==> src/rtl/video_timing_gen_if.sv <==
// Video-side bundle of the raster timing generator: pixel enable, per-frame controls,
// core pixel in, and the registered timing/pixel outputs toward the video back end.
interface video_timing_gen_if #(
    parameter int unsigned CW = 12
) ();
    logic          PCE;
    logic [4:0]    HOFFS;
    logic [2:0]    VOFFS;
    logic          FLIP;
    logic [CW-1:0] iRGB;

    logic [9:0]    HPOS;
    logic [9:0]    VPOS;
    logic          HBLK;
    logic          VBLK;
    logic          HSYN;
    logic          VSYN;
    logic          LSTART;
    logic          FSTART;
    logic [CW-1:0] oRGB;
    logic          oDE;

    modport master (
        input  PCE, HOFFS, VOFFS, FLIP, iRGB,
        output HPOS, VPOS, HBLK, VBLK, HSYN, VSYN, LSTART, FSTART, oRGB, oDE
    );

    modport slave (
        output PCE, HOFFS, VOFFS, FLIP, iRGB,
        input  HPOS, VPOS, HBLK, VBLK, HSYN, VSYN, LSTART, FSTART, oRGB, oDE
    );
endinterface

==> src/rtl/video_timing_gen.sv <==
// Parametrised raster timing generator: pixel coordinates, blanking, active-low syncs with
// per-frame offsets and flip, line/frame strobes and a blanked, registered RGB output.
module video_timing_gen #(
    parameter int unsigned CW      = 12,
    parameter int unsigned H_ACT   = 256,
    parameter int unsigned H_BEG   = 16,
    parameter int unsigned H_TOT   = 384,
    parameter int unsigned HS_BASE = 288,
    parameter int unsigned HS_LEN  = 32,
    parameter int unsigned V_ACT   = 224,
    parameter int unsigned V_TOT   = 262,
    parameter int unsigned VS_BASE = 226,
    parameter int unsigned VS_LEN  = 4
) (
    input logic                MCLK,
    input logic                RESET_N,
    video_timing_gen_if.master vid
);

    localparam logic [10:0] HTot   = 11'(H_TOT);
    localparam logic [10:0] HBeg   = 11'(H_BEG);
    localparam logic [10:0] HEnd   = 11'(H_BEG + H_ACT);
    localparam logic [10:0] HsBase = 11'(HS_BASE);
    localparam logic [10:0] HsLen  = 11'(HS_LEN);
    localparam logic [10:0] VTot   = 11'(V_TOT);
    localparam logic [10:0] VAct   = 11'(V_ACT);
    localparam logic [10:0] VsBase = 11'(VS_BASE);
    localparam logic [10:0] VsLen  = 11'(VS_LEN);
    localparam logic [9:0]  HLast  = 10'(H_TOT - 1);
    localparam logic [9:0]  VLast  = 10'(V_TOT - 1);
    localparam logic [9:0]  HBeg10 = 10'(H_BEG);
    localparam logic [9:0]  HActM1 = 10'(H_ACT - 1);
    localparam logic [9:0]  VActM1 = 10'(V_ACT - 1);

    // Raster counters: the position that the next PCE will present on the outputs.
    logic [9:0]    hcnt_q, hcnt_d;
    logic [9:0]    vcnt_q, vcnt_d;

    logic [4:0]    hoff_s_q;
    logic [2:0]    voff_s_q;
    logic          flip_s_q;

    logic [9:0]    hpos_q, hpos_d;
    logic [9:0]    vpos_q, vpos_d;
    logic          hblk_q, hblk_d;
    logic          vblk_q, vblk_d;
    logic          hsyn_q, hsyn_d;
    logic          vsyn_q, vsyn_d;
    logic          lstart_q, lstart_d;
    logic          fstart_q, fstart_d;
    logic [CW-1:0] orgb_q, orgb_d;
    logic          ode_q, ode_d;

    logic          frame_start;
    logic [4:0]    hoff_e;
    logic [2:0]    voff_e;
    logic          flip_e;
    logic [10:0]   hs_sum, hs_b;
    logic [10:0]   vs_sum, vs_b;
    logic [10:0]   h_ext, v_ext;
    logic [10:0]   h_rel, v_rel;
    logic          hs_on, vs_on;
    logic [9:0]    x_raw;

    // At (0,0) the shadows are being loaded, so the new frame already uses the fresh inputs.
    always_comb begin
        frame_start = (hcnt_q == 10'd0) && (vcnt_q == 10'd0);
        hoff_e      = frame_start ? vid.HOFFS : hoff_s_q;
        voff_e      = frame_start ? vid.VOFFS : voff_s_q;
        flip_e      = frame_start ? vid.FLIP  : flip_s_q;
    end

    always_comb begin
        hs_sum = HsBase + {5'd0, hoff_e, 1'b0};
        hs_b   = (hs_sum >= HTot) ? hs_sum - HTot : hs_sum;
        vs_sum = VsBase + {6'd0, voff_e, 2'b00};
        vs_b   = (vs_sum >= VTot) ? vs_sum - VTot : vs_sum;
        h_ext  = {1'b0, hcnt_q};
        v_ext  = {1'b0, vcnt_q};
        // Distance past the sync start, modulo the total, so windows wrap through 0.
        h_rel  = (h_ext >= hs_b) ? h_ext - hs_b : h_ext + HTot - hs_b;
        v_rel  = (v_ext >= vs_b) ? v_ext - vs_b : v_ext + VTot - vs_b;
        hs_on  = h_rel < HsLen;
        vs_on  = v_rel < VsLen;
    end

    always_comb begin
        hblk_d   = !((h_ext >= HBeg) && (h_ext < HEnd));
        vblk_d   = !(v_ext < VAct);
        x_raw    = hcnt_q - HBeg10;
        hsyn_d   = !hs_on;
        // Vertical sync only moves at the horizontal sync start of each line.
        vsyn_d   = (h_ext == hs_b) ? !vs_on : vsyn_q;
        lstart_d = (hcnt_q == 10'd0);
        fstart_d = frame_start;
        if (flip_e && !hblk_d && !vblk_d) begin
            hpos_d = HActM1 - x_raw;
            vpos_d = VActM1 - vcnt_q;
        end else begin
            hpos_d = x_raw;
            vpos_d = vcnt_q;
        end
    end

    // The pixel stage follows the registered position, giving one PCE of iRGB latency.
    always_comb begin
        ode_d  = !(hblk_q || vblk_q);
        orgb_d = ode_d ? vid.iRGB : '0;
    end

    always_comb begin
        if (hcnt_q == HLast) begin
            hcnt_d = 10'd0;
            vcnt_d = (vcnt_q == VLast) ? 10'd0 : vcnt_q + 10'd1;
        end else begin
            hcnt_d = hcnt_q + 10'd1;
            vcnt_d = vcnt_q;
        end
    end

    always_ff @(posedge MCLK or negedge RESET_N) begin
        if (!RESET_N) begin
            hcnt_q   <= '0;
            vcnt_q   <= '0;
            hoff_s_q <= '0;
            voff_s_q <= '0;
            flip_s_q <= 1'b0;
            hpos_q   <= '0;
            vpos_q   <= '0;
            hblk_q   <= 1'b1;
            vblk_q   <= 1'b1;
            hsyn_q   <= 1'b1;
            vsyn_q   <= 1'b1;
            lstart_q <= 1'b0;
            fstart_q <= 1'b0;
            orgb_q   <= '0;
            ode_q    <= 1'b0;
        end else if (vid.PCE) begin
            hcnt_q   <= hcnt_d;
            vcnt_q   <= vcnt_d;
            if (frame_start) begin
                hoff_s_q <= vid.HOFFS;
                voff_s_q <= vid.VOFFS;
                flip_s_q <= vid.FLIP;
            end
            hpos_q   <= hpos_d;
            vpos_q   <= vpos_d;
            hblk_q   <= hblk_d;
            vblk_q   <= vblk_d;
            hsyn_q   <= hsyn_d;
            vsyn_q   <= vsyn_d;
            lstart_q <= lstart_d;
            fstart_q <= fstart_d;
            orgb_q   <= orgb_d;
            ode_q    <= ode_d;
        end
    end

    assign vid.HPOS   = hpos_q;
    assign vid.VPOS   = vpos_q;
    assign vid.HBLK   = hblk_q;
    assign vid.VBLK   = vblk_q;
    assign vid.HSYN   = hsyn_q;
    assign vid.VSYN   = vsyn_q;
    assign vid.LSTART = lstart_q;
    assign vid.FSTART = fstart_q;
    assign vid.oRGB   = orgb_q;
    assign vid.oDE    = ode_q;

endmodule

==> src/flat_wrapper.sv <==
// flat-port wrapper written by rule: the top's interface ports become plain ports
module video_timing_gen_flat 
#(
    parameter int unsigned CW      = 12,
    parameter int unsigned H_ACT   = 256,
    parameter int unsigned H_BEG   = 16,
    parameter int unsigned H_TOT   = 384,
    parameter int unsigned HS_BASE = 288,
    parameter int unsigned HS_LEN  = 32,
    parameter int unsigned V_ACT   = 224,
    parameter int unsigned V_TOT   = 262,
    parameter int unsigned VS_BASE = 226,
    parameter int unsigned VS_LEN  = 4
)
  (MCLK, RESET_N, vid_PCE, vid_HOFFS, vid_VOFFS, vid_FLIP, vid_iRGB, vid_HPOS, vid_VPOS, vid_HBLK, vid_VBLK, vid_HSYN, vid_VSYN, vid_LSTART, vid_FSTART, vid_oRGB, vid_oDE);
  video_timing_gen_if #(.CW(CW)) vid_i ();
  input logic MCLK;
  input logic RESET_N;
  input wire logic [$bits(vid_i.PCE)-1:0] vid_PCE;
  input wire logic [$bits(vid_i.HOFFS)-1:0] vid_HOFFS;
  input wire logic [$bits(vid_i.VOFFS)-1:0] vid_VOFFS;
  input wire logic [$bits(vid_i.FLIP)-1:0] vid_FLIP;
  input wire logic [$bits(vid_i.iRGB)-1:0] vid_iRGB;
  output wire logic [$bits(vid_i.HPOS)-1:0] vid_HPOS;
  output wire logic [$bits(vid_i.VPOS)-1:0] vid_VPOS;
  output wire logic [$bits(vid_i.HBLK)-1:0] vid_HBLK;
  output wire logic [$bits(vid_i.VBLK)-1:0] vid_VBLK;
  output wire logic [$bits(vid_i.HSYN)-1:0] vid_HSYN;
  output wire logic [$bits(vid_i.VSYN)-1:0] vid_VSYN;
  output wire logic [$bits(vid_i.LSTART)-1:0] vid_LSTART;
  output wire logic [$bits(vid_i.FSTART)-1:0] vid_FSTART;
  output wire logic [$bits(vid_i.oRGB)-1:0] vid_oRGB;
  output wire logic [$bits(vid_i.oDE)-1:0] vid_oDE;
  assign vid_i.PCE = vid_PCE;
  assign vid_i.HOFFS = vid_HOFFS;
  assign vid_i.VOFFS = vid_VOFFS;
  assign vid_i.FLIP = vid_FLIP;
  assign vid_i.iRGB = vid_iRGB;
  assign vid_HPOS = vid_i.HPOS;
  assign vid_VPOS = vid_i.VPOS;
  assign vid_HBLK = vid_i.HBLK;
  assign vid_VBLK = vid_i.VBLK;
  assign vid_HSYN = vid_i.HSYN;
  assign vid_VSYN = vid_i.VSYN;
  assign vid_LSTART = vid_i.LSTART;
  assign vid_FSTART = vid_i.FSTART;
  assign vid_oRGB = vid_i.oRGB;
  assign vid_oDE = vid_i.oDE;
  video_timing_gen #(.CW(CW), .H_ACT(H_ACT), .H_BEG(H_BEG), .H_TOT(H_TOT), .HS_BASE(HS_BASE), .HS_LEN(HS_LEN), .V_ACT(V_ACT), .V_TOT(V_TOT), .VS_BASE(VS_BASE), .VS_LEN(VS_LEN)) u_core (.MCLK(MCLK), .RESET_N(RESET_N), .vid(vid_i));
endmodule
==> config.mk <==
export PLATFORM = sky130hd
export DESIGN_NAME = video_timing_gen_flat
export DESIGN_NICKNAME = d
export VERILOG_FILES = /design/src/rtl/video_timing_gen_if.sv /design/src/rtl/video_timing_gen.sv /design/src/flat_wrapper.sv
export SDC_FILE = /design/constraint.sdc
export NUM_CORES = 1
export LEC_CHECK = 0
export ABC_AREA = 1
export CAP_MARGIN = 25
export CORE_AREA = 2 2 104 127
export CTS_BUF_LIST = sky130_fd_sc_hd__clkbuf_8
export DETAILED_ROUTE_END_ITERATION = 12
export DIE_AREA = 0 0 106 129
export PLACE_DENSITY = 0.61
export REMOVE_ABC_BUFFERS = 1
export SLEW_MARGIN = 20
export SYNTH_ARGS = -nofsm -noshare
export SYNTH_HDL_FRONTEND = slang
export SYNTH_SLANG_ARGS = --single-unit
==> constraint.sdc <==
create_clock -name MCLK -period 4 [get_ports MCLK]
set_clock_uncertainty 0.05 [all_clocks]
set_input_delay 0.8 -clock MCLK [delete_from_list [all_inputs] [get_ports MCLK]]
set_output_delay 0.8 -clock MCLK [all_outputs]
set_load 0.05 [all_outputs]
==> results of run 1 <==
==> sequential cells by signal, indices dropped and copies added, names as in the netlist, 3 cells and up <==
name             cells
u_core.vcnt_q       10
u_core.vid.VPOS     10
u_core.vid.oRGB     12
u_core.vid.HPOS     10
u_core.hcnt_q       10
u_core.voff_s_q      3
u_core.hoff_s_q      5
==> layer usage <==
layer	part of all wire	track usage	up-vias
li1	-	-	2280
met1	0.42	0.241	2197
met2	0.51	0.367	102
met3	0.030	0.0289	44
met4	0.040	0.104	0
met5	0	0	-
==> path summary, 6_finish.rpt <==
kind / from / to / slack, ns / cells past startpoint
max: u_core.hcnt_q[4] / u_core.vid.HSYN / 0.32 / 19
min: u_core.vid.HPOS[9] / u_core.vid.HPOS[9] / 0.44 / 2
max reg2reg: u_core.hcnt_q[4] / u_core.vid.HSYN / 0.32 / 19
min reg2reg: u_core.vid.HPOS[9] / u_core.vid.HPOS[9] / 0.44 / 2
max in group asynchronous: RESET_N / u_core.vid.HPOS[7] / 2.74 / 2
min in group asynchronous: RESET_N / u_core.vcnt_q[0] / 0.57 / 2
==> cell families (layout without fill, tap and decap cells) <==
group | Yosys count | in the layout | synth area share
xor gates and xnor gates | 22 | 22 | 0.0395
adders and majority gates | 42 | 42 | 0.117
buffers and inverters | 116 | 186 | 0.0956
and+or+nand+nor | 329 | 329 | 0.287
DFF | 68 | 68 | 0.350
AOI/OAI and AO/OA | 100 | 100 | 0.111
==> through the flow <==
stage               instance area [µm²]  hold WS (ns)  total power [mW]  std cells
global placement                   5690         0.418              2.51        895
finish                             5920         0.436              3.14        911
CTS                                5910         0.442              3.15        911
floorplan                          4780         0.398              2.03        657
global route                       5920         0.464              3.39        911
detailed placement                 5690         0.423              2.52        895
==> layout by cell type, fill, tap and decap left out, types with 3 or more instances in the layout <==
cell and n:
xnor2_1 4, nand2_1 193, dfrtp_1 64, buf_4 12
o21ai_1 3, nor3_1 7, fa_1 6, nor2_1 51
inv_1 85, nand3b_1 3, inv_2 9, dfstp_2 4
nand4_1 12, clkdlybuf4s50_1 61, a31oi_1 8, nand3_1 49
o21ai_0 56, clkbuf_8 12, xor2_1 18, a21oi_1 22
ha_1 35, nand2_2 3
==> critical path, stage by stage, from the launching register on <==
cell      delay, ns
dfrtp_1        0.52
clkinv_1       0.16
ha_1           0.22
nand2_1        0.07
nor2_2         0.05
nand2_2        0.12
clkinv_2       0.20
o21ai_1        0.35
ha_1           0.23
inv_1          0.06
fa_1           0.54
nor2_1         0.19
nand2_1        0.06
o21ai_0        0.27
nand2_1        0.10
nand2_1        0.08
nand3_1        0.07
nand2_1        0.08
nor2_1         0.04
a21oi_1        0.15
==> synth_stat cells (9+ instances only) <==
library cell / number / area, µm²
nor2_1: 51 / 191
dfrtp_1: 64 / 1600
nand4_1: 12 / 75.1
nand3_1: 49 / 245
o21ai_0: 57 / 285
xor2_1: 18 / 158
inv_1: 85 / 319
a21oi_1: 22 / 110
nand2_1: 193 / 724
clkbuf_1: 9 / 33.8
inv_2: 9 / 33.8
ha_1: 36 / 450
==> area by class of cell <==
class                   instances  area [µm²]  share of cell area
well taps                     164         205              0.0347
clock buffers                  12         165              0.0279
flip-flops and latches         68        1710               0.288
repair buffers                 74         706               0.119
clock inverters                 4        55.1             0.00931
inverters                      96         362              0.0611
multi-input cells             493        2720               0.459
==> report_power, final <==
| group | internal, mW | switching [mW] | leakage (nW) |
|---|---|---|---|
| registers | 0.806 | 0.113 | 0.827 |
| logic | 0.575 | 1.02 | 1.97 |
| clock network | 0.342 | 0.283 | 0.109 |
| total | 1.72 | 1.42 | 2.90 |
==> summary.txt, run 1 <==
Run status
  – Outcome: finished, final reports clean

Synthesis
  – Synth warn: 0
  – Async set-reset flop share out of synthesis: 1.00
  – Mean Syn Cell Area: 7.21 µm²
  – Post-Synthesis Cells: 677
  – Post-synth cell types: 42
  – Synthesized area: 4880 µm²
  – Main synth FF type: dfrtp_1
  – Register area share after synthesis: 0.350
  – Post-synth EDFFs: 0
  – Register bit count reported by yosys: 68

STA
  – Slew Limit Fails: 0
  – Setup-failing EPs final: 0
  – Fin crit period: 3.68 ns
  – Maximum clock frequency: 272 MHz
  – RSZ-0062 raised after global routing: no
  – Final hold viol count: 0
  – TNS Setup: 0 ns
  – Slew @ Worst Pin: 0.877 ns
  – Relative slew slack: 0.415
  – Crit share post-route: 0.919
  – Final worst slack: 0.324 ns

Clock network
  – Post-CTS Setup Bufs: 0
  – CTS buffer count: 9
  – H-tree Lvls: 3
  – Hold Buf Count CTS: 0
  – Clock slew seen by the registers of the worst setup and hold paths: 0.08 ns
  – Clk root buf: clkbuf_8
  – Clock Tree Buf Depth: 2
  – CTS tree: yes
  – Clock sink count: 68
  – Clk Latency, worst-skew pair: 0.36 ns
  – Post_cts resized: 0

Finish
  – Final core occ: 0.475
  – Layout fillers: 1264
  – Antenna Cells: 0
  – Nets: 808
  – Share of cells above drive strength 1: 0.0776
  – Area growth syn-to-layout: 21.2%

Setup path
  – CP Data Arrival Time: 3.91 ns
  – Crit path required time: 4.24 ns
  – Worst-path maximum fanout: 15
  – Startpoint Class: flop
  – Crit end category: flop
  – Kind of critical path: flop to flop

Global route
  – Vias in the first global route: 4743
  – Grt ovf: 0
  – Largest net degree at the start of global routing: 69
  – Total track usage: 0.206
  – Antenna violations before repair: 0
  – First-pass GRT wire length: 22400 µm

Power and ir drop
  – Lkg Pwr: 2.90 nW
  – P per Cell Area: 531 nW/µm²
  – Worst VDD drop: 0.218 mV

Placed design
  – IO buf count: 62
  – Routability cong.: 0.925
  – Post-DP HPWL: 10100 µm
  – Place WS: 0.234 ns

Worst hold path
  – HP Class: flop to flop

Route
  – DR WL/cell: 14.3 µm
  – DRT antenna net count: 0
  – DR iter-0 viols: 290
  – Vias: 4623
  – Residual DRC: 0
  – 1st-pass router iterations: 5
  – Post-Route WL: 13100 µm
  – Vias per std cell: 5.07

Floorplan
  – Chip height: 129 µm
  – Die area: 13700 µm²
  – # rows: 45
  – Starting Density: 0.392
  – Die width: 106 µm
  – Core area: 12400 µm²
  – I/O pin count: 63

Job
  – Max-Cap Viols: 0
No activity file was read; power rests on OpenSTA's default activity.
==> inputs of run 2 (changes only) <==
--- a/config.mk
+++ b/config.mk
@@ -7,11 +7,13 @@
 export LEC_CHECK = 0
 export ABC_AREA = 1
 export CAP_MARGIN = 25
+export CELL_PAD_IN_SITES_DETAIL_PLACEMENT = 0
+export CELL_PAD_IN_SITES_GLOBAL_PLACEMENT = 1
 export CORE_AREA = 2 2 104 127
 export CTS_BUF_LIST = sky130_fd_sc_hd__clkbuf_8
 export DETAILED_ROUTE_END_ITERATION = 12
 export DIE_AREA = 0 0 106 129
-export PLACE_DENSITY = 0.61
+export PLACE_DENSITY = 0.79
 export REMOVE_ABC_BUFFERS = 1
 export SLEW_MARGIN = 20
 export SYNTH_ARGS = -nofsm -noshare
==> run 2 against run 1 <==
  * Register-to-register slack improved by 0.12 ns
  * Flip-flop and latch count unchanged
  * First-iteration DRC count decreased by 16%
  * Largest power group unchanged
  * Largest cell class unchanged
==> summary.txt, run 2 (synthesis results as in run 1) <==
Power and ir drop
  – P per Cell Area: 537 nW/µm²
  – Seq pwr share: 0.287
  – Lkg Pwr: 2.92 nW
  – Internal power: 1.76 mW
  – Clock share of power: 0.205
  – Sw Ratio: 0.449
  – Reported net switching power: 1.43 mW
  – Worst VDD drop: 0.290 mV
  – Combinational power share: 0.508

Finish
  – Final core occ: 0.478
  – Max FFs per register: 12
  – Commonest non-fill, non-tap cell in the layout: nand2_1
  – Nets: 811
  – Most frequent cells in the layout: nand2_1 (193), inv_1 (86), dfrtp_1 (63)
  – Area growth syn-to-layout: 21.8%
  – Antenna Cells: 0
  – Share of cells above drive strength 1: 0.0800

Clock network
  – CTS tree: yes
  – Clk root buf: clkbuf_8
  – Clock sink count: 68
  – Post_cts resized: 0
  – Clock Tree Buf Depth: 2
  – Hold Buf Count CTS: 0
  – Clk Latency, worst-skew pair: 0.36 ns
  – CTS buffer count: 9
  – H-tree Lvls: 3
  – Clock slew seen by the registers of the worst setup and hold paths: 0.08 ns
  – Post-CTS Setup Bufs: 0

Global route
  – Vias in the first global route: 4448
  – Largest net degree at the start of global routing: 36
  – First-pass GRT wire length: 21800 µm
  – Total track usage: 0.201
  – Grt ovf: 0
  – Antenna violations before repair: 0

STA
  – RSZ-0062 raised after global routing: no
  – Slew Limit Fails: 0
  – Maximum clock frequency: 281 MHz
  – Relative slew slack: 0.462
  – Final hold viol count: 0
  – Fin crit period: 3.55 ns
  – Smallest hold slack: 0.439 ns
  – Slew @ Worst Pin: 0.807 ns
  – Crit share post-route: 0.889
  – Final worst slack: 0.445 ns
  – Setup-failing EPs final: 0
  – TNS Setup: 0 ns

Floorplan
  – Core area: 12400 µm²
  – Chip height: 129 µm
  – I/O pin count: 63
  – Starting Density: 0.392
  – # rows: 45
  – Die area: 13700 µm²
  – Die width: 106 µm

Setup path
  – Worst path buffer plus inverter count: 3
  – Critical path's slowest cell: fa_1
  – R2r worst-path depth: 19
  – Kind of critical path: flop to flop
  – RR Startpoint: u_core.hcnt_q[8]
  – Crit end category: flop
  – Reg2reg end: u_core.vid.HSYN
  – CP Data Arrival Time: 3.79 ns
  – Crit path required time: 4.24 ns
  – CP peak stage delay: 0.51 ns
  – Worst path top cell family by delay: simple AND/OR/NAND/NOR gates
  – Most used cell along the critical path: nand2_1
  – R2R Setup Slk: 0.45 ns
  – Startpoint Class: flop
  – Crit-path cells: inv_1 > ha_1 > nand3_1 > nor2_2 > nand2_2 > clkinv_2 > nand2_1 > o21ai_1 > ha_1 > inv_1 > fa_1 > nor3_1 > nand3_1 > nand3_1 > nand2_1 > nand2_1 > nand4_1 > nand2_1 > a21oi_1
  – Worst-path maximum fanout: 15

Placed design
  – Post-DP HPWL: 10200 µm
  – Routability cong.: 0.893
  – Place WS: 0.214 ns
  – IO buf count: 62

Worst hold path
  – HP Class: flop to flop
  – Hold endpoint: u_core.vid.VPOS[5]
  – Hold path cells: 2
  – Worst hold path startpoint: u_core.vid.VPOS[5]

Route
  – Residual DRC: 0
  – DR iter-0 viols: 243
  – DRT antenna net count: 0
  – Post-Route WL: 13100 µm
  – Routed wl met2: 6890 µm
  – Vias per std cell: 4.91
  – 1st-pass router iterations: 4
  – Met3 routed WL: 346 µm
  – DR WL/cell: 14.4 µm
  – Met1 WL: 5580 µm
  – Vias: 4491
  – Uppermost layer routed: met4

Job
  – Max-Cap Viols: 0

Run status
  – Outcome: finished, final reports clean
-- run 2: area by class of cell --
class	count	area [µm²]
Inverter	96	362
Tap cell	164	205
Timing Repair Buffer	77	728
Fill cell	1256	6500
Clock buffer	10	138
Multi-Input combinational cell	493	2720
Sequential cell	68	1710
Clock inverter	6	88.8
-- run 2: worst max-delay path by stage --
stage	startpoint	endpoint	slack [ns]	cells after the start
final	u_core.hcnt_q[8]	u_core.vid.HSYN	0.45	19
after global routing	u_core.hcnt_q[8]	u_core.vid.HSYN	0.12	22
after global placement	u_core.hcnt_q[8]	u_core.vid.HSYN	0.40	19
after CTS	u_core.hcnt_q[8]	u_core.vid.HSYN	0.20	21
after detailed placement	u_core.hcnt_q[8]	u_core.vid.HSYN	0.21	21
after floorplan	u_core.hcnt_q[8]	u_core.vid.HSYN	0.75	21
-- run 2: worst min-delay path: stages, from the launching register on --
cell,delay (ns)
dfrtp_1,0.35
nand2_1,0.05
o21ai_0,0.06
-- run 2: power groups by stage --
stage / sequential, mW / combinational [mW] / clock [mW]
after global placement: 0.926 / 1.59 / 0
after CTS: 0.918 / 1.62 / 0.664
after floorplan: 1.17 / 0.867 / 0
after global routing: 0.936 / 1.80 / 0.693
after detailed placement: 0.930 / 1.61 / 0
final: 0.918 / 1.62 / 0.654
-- run 2: metrics by stage --
step / area, µm² / total power [mW] / std cells
after global routing: 5940 / 3.43 / 914
after detailed placement: 5710 / 2.54 / 898
final: 5940 / 3.19 / 914
after global placement: 5710 / 2.51 / 898
after floorplan: 4780 / 2.03 / 657
after CTS: 5940 / 3.20 / 914
-- run 2: routing by layer --
metal,vias to the layer above,track usage
li1,2291,-
met1,2116,0.236
met2,63,0.377
met3,21,0.0223
met4,0,0.0712
met5,-,0
